`src/rtl/sirv_gnrl_dfflrv.sv`:
```
// Load-enabled data register with asynchronous active-low reset to a
// parameterised value; one instance holds the data of one pipe stage.
module sirv_gnrl_dfflrv #(
  parameter int unsigned      DW      = 32,
  parameter logic [DW-1:0]    RST_VAL = '1
) (
  input  logic          lden,
  input  logic [DW-1:0] dnxt,
  output logic [DW-1:0] qout,
  input  logic          clk,
  input  logic          rst_n
);

  always_ff @(posedge clk or negedge rst_n) begin
    if (!rst_n) begin
      qout <= RST_VAL;
    end else if (lden) begin
      qout <= dnxt;
    end
  end

endmodule

```
`src/rtl/sirv_gnrl_pipe_lrv.sv`:
```
// Bubble-collapsing valid/ready register pipe of DEPTH stages with
// synchronous flush, resettable data stages and a registered occupancy count.
module sirv_gnrl_pipe_lrv #(
  parameter int unsigned      DW      = 32,
  parameter int unsigned      DEPTH   = 2,
  parameter logic [DW-1:0]    RST_VAL = '1
) (
  input  logic                              clk,
  input  logic                              rst_n,
  input  logic                              flush,
  input  logic                              i_vld,
  output logic                              i_rdy,
  input  logic [DW-1:0]                     i_dat,
  output logic                              o_vld,
  input  logic                              o_rdy,
  output logic [DW-1:0]                     o_dat,
  output logic [$clog2(DEPTH+1)-1:0]        cnt
);

  localparam int unsigned CW = $clog2(DEPTH + 1);

  logic [DEPTH-1:0] vld;
  logic [DEPTH-1:0] vld_nxt;
  logic [DEPTH-1:0] up_vld;
  logic [DEPTH:0]   ld;
  logic [DEPTH-1:0] dat_lden;
  logic [DW-1:0]    dat [DEPTH];

  function automatic logic [CW-1:0] popcount(input logic [DEPTH-1:0] v);
    logic [CW-1:0] sum;
    sum = '0;
    for (int unsigned i = 0; i < DEPTH; i++) begin
      sum = sum + CW'(v[i]);
    end
    return sum;
  endfunction

  // Load chain is built through a scalar accumulator so the ld vector is never
  // read while it is being assigned (avoids a self-referencing comb vector).
  always_comb begin
    logic acc;
    ld         = '0;
    acc        = o_rdy;
    ld[DEPTH]  = o_rdy;
    for (int unsigned k = DEPTH; k > 0; k--) begin
      acc       = !vld[k-1] | acc;
      ld[k-1]   = acc;
    end
  end

  always_comb begin
    up_vld    = '0;
    up_vld[0] = i_vld;
    for (int unsigned k = 1; k < DEPTH; k++) begin
      up_vld[k] = vld[k-1];
    end
  end

  always_comb begin
    vld_nxt  = vld;
    dat_lden = '0;
    for (int unsigned k = 0; k < DEPTH; k++) begin
      if (flush) begin
        vld_nxt[k] = 1'b0;
      end else if (ld[k]) begin
        vld_nxt[k] = up_vld[k];
      end
      dat_lden[k] = ld[k] & up_vld[k] & !flush;
    end
  end

  always_ff @(posedge clk or negedge rst_n) begin
    if (!rst_n) begin
      vld <= '0;
      cnt <= '0;
    end else begin
      vld <= vld_nxt;
      cnt <= popcount(vld_nxt);
    end
  end

  for (genvar k = 0; k < DEPTH; k++) begin : g_stage
    logic [DW-1:0] dnxt;
    if (k == 0) begin : g_first
      assign dnxt = i_dat;
    end else begin : g_rest
      assign dnxt = dat[k-1];
    end

    sirv_gnrl_dfflrv #(
      .DW      (DW),
      .RST_VAL (RST_VAL)
    ) u_dat (
      .lden  (dat_lden[k]),
      .dnxt  (dnxt),
      .qout  (dat[k]),
      .clk   (clk),
      .rst_n (rst_n)
    );
  end

  assign i_rdy = ld[0] & !flush;
  assign o_vld = vld[DEPTH-1] & !flush;
  assign o_dat = dat[DEPTH-1];

endmodule

```
`config.mk`:
```
export PLATFORM = sky130hd
export DESIGN_NAME = sirv_gnrl_pipe_lrv
export DESIGN_NICKNAME = d
export VERILOG_FILES = /design/src/rtl/sirv_gnrl_dfflrv.sv /design/src/rtl/sirv_gnrl_pipe_lrv.sv
export SDC_FILE = /design/constraint.sdc
export NUM_CORES = 1
export LEC_CHECK = 0
export CAP_MARGIN = 20
export CORE_MARGIN = 2
export CORE_UTILIZATION = 48
export DETAILED_ROUTE_END_ITERATION = 16
export PLACE_DENSITY = 0.79
export SKIP_LAST_GASP = 1
export SLEW_MARGIN = 20
export SYNTH_ARGS = -nofsm -noshare
export SYNTH_HDL_FRONTEND = slang
export SYNTH_SLANG_ARGS = --single-unit
```
`constraint.sdc`:
```
create_clock -name clk -period 1.8 [get_ports clk]
set_input_delay 0.36 -clock clk [delete_from_list [all_inputs] [get_ports clk]]
set_output_delay 0.36 -clock clk [all_outputs]
set_load 0.05 [all_outputs]
```
==> metrics.txt <==
row cnt 27; Layout area overhead 36.7%; via count 1499; antenna-violating nets left 0; post-synth top area share 60.6%; CP max stage cell or3b_2; vias in the first global route 1640; fmax 0.569 GHz; run status completed; area post-placement 3540 µm²; wire per inst 15.7 µm; GRT Overall Usage 16.7%; syn_nets 188; vias per cell 4.84; crit start category input pin; drt total wl 4.86 mm; critical path, cell by cell clkdlybuf4s50_1, and3b_1, or3b_2, buf_12, mux2_4; CTS Buf Count 9; LEAKAGE 1.67 nW; Die Span X 80.1 µm; DRC violations left 0; largest net degree at the start of global routing 69; Unique masters post-synth 14; Final setup viols 0; Seq cells post-synth 68; Min-Delay Path Class in2async; # IOs 73; CTS tree built; Clock transition at path regs 0.07 ns; # H-tree levels 3; register area share after synthesis 64.2%; effective utilization at floorplan 50.1%; Peak VDD IR 749 µV; antenna cell count 0; setup bufs post-CTS 0; Max-slew headroom 76.4%; clk buf depth 2; hold buffer count at CTS 0; worst-margin pin slew 0.354 ns; initial antenna violation count 0; Final Critical Period 1.76 ns; max cap viols 0; Buf/Inv on CP 2; initial DRC count 50; final global-route overflow total 0; pre-CTS setup slack -0.307 ns; Hold Vio Cnt, Final 0; Die Height 80.1 µm; Root Buffer clkbuf_8; top cells by count, synth 64 x dfstp_2, 34 x mux2_2, 30 x mux2_4; Worst EP arrival 2.02 ns; ys flop type dfstp_2; CP Class in2reg; Port-buffer cells 72; Setup crit end kind flip-flop; total core area 5540 µm²; Initial DRT Pass Iterations 4; CP required 2.06 ns; post-route setup slack 0.0425 ns; first-pass GRT wire length 7.96 mm; die area 6410 µm²; Final Max Tran Viols 0; clock tree sinks 68; final hold slack 0.0596 ns; CP delay by family, top buffers and inverters; post-layout util 68.5%; Avg Synthesized Cell Area 18.5 µm²; yosys warns 0; Power Dens Cells 1470 nW/µm²; RePlAce Congestion 0.702; dpl hpwl 3.16 mm; Post-Syn Area 2780 µm²; async set or reset register ratio after synthesis 100%; cells after synthesis 150; Area contributors post-synth dfstp_2 61%, mux2_4 16%, mux2_2 14%; Fin Clk Skew 0.00573 ns; number of flops mapped to enable cells by yosys 0; final period utilization 97.6%; Max stage delay on crit path 0.48 ns; RSZ-0062 raised after global routing false; Clock Latency Late Sink 0.33 ns; top-count cell post-synth dfstp_2; Design Area, Final 3800 µm²; aggregate negative setup slack 0 ns; dominant cell type by area after synthesis dfstp_2; layout cells sized above 1 80.3%; critical path peak fanout 32; nets@finish 271
-- timing repair --
item | in CTS | in global routing
gates cloned | 0 | 0
gates resized for setup | 1 | 1
endpoints found under the setup margin | 1 | 1
-- sequential cells by signal (all words and copies together) (netlist names) --
| name | count |
|---|---|
| cnt | 2 |
| g_stage.u_dat.qout | 64 |
| vld | 2 |
-- report_power, final --
| part | total, mW | switching (mW) | internal [mW] |
|---|---|---|---|
| clock network | 1.52 | 0.567 | 0.958 |
| registers | 2.28 | 0.178 | 2.10 |
| logic | 1.79 | 1.08 | 0.715 |
| total | 5.59 | 1.82 | 3.77 |
-- cells in the final DEF, fill, tap and decap left out --
| cell type | instances |
|---|---|
| bufinv_16 | 3 |
| dfstp_2 | 64 |
| clkbuf_8 | 10 |
| and3b_1 | 1 |
| buf_4 | 37 |
| clkinvlp_4 | 1 |
| mux2_4 | 30 |
| ha_1 | 1 |
| clkinv_4 | 1 |
| dfrtp_1 | 4 |
| nor2_4 | 1 |
| mux2_2 | 34 |
| nor2_1 | 4 |
| nor2b_1 | 1 |
| nor3b_4 | 1 |
| buf_12 | 6 |
| buf_2 | 1 |
| or3b_2 | 1 |
| clkinv_2 | 1 |
| and2b_1 | 1 |
| clkdlybuf4s50_1 | 35 |
-- routing by layer --
layer	track usage, %	share of wire, %	wire, µm
met1	21.9	46	2250
met2	24.5	45	2200
met3	5.62	6.6	322
met4	8.81	1.9	91
met5	0	0	0
-- path summary, 6_finish.rpt --
path	from	end	slack [ns]	cells past startpoint
worst max register to register	vld[0]	g_stage[0].u_dat.qout[4]	0.12	4
worst min register to register	vld[0]	vld[1]	0.61	2
min in group clk	vld[0]	vld[1]	0.61	2
worst max-delay path	o_rdy	g_stage[0].u_dat.qout[4]	0.04	5
worst min-delay path	rst_n	vld[1]	0.06	2
max in group asynchronous	rst_n	g_stage[1].u_dat.qout[12]	1.44	2
-- logic make-up after synthesis --
group	synth area share [%]
simple gates	2.25
fa+ha+maj	0.451
flops	64.2
mux	30.0
buf+inv	3.11
-- layout make-up --
type                       count  area (µm²)
multi-input combinational     75         922
clock inverter                 6         111
tap                           72        90.1
timing repair buffer          79         753
fill                         378        1740
clock buffer                  10         138
sequential                    68        1780
-- through the flow --
step / power (mW) / instances
after floorplan: 3.53 / 150
after global placement: 4.07 / 294
after detailed placement: 4.10 / 294
after CTS: 5.66 / 310
after global routing: 5.82 / 310
final: 5.59 / 310
No activity file was read; power rests on OpenSTA's default activity.
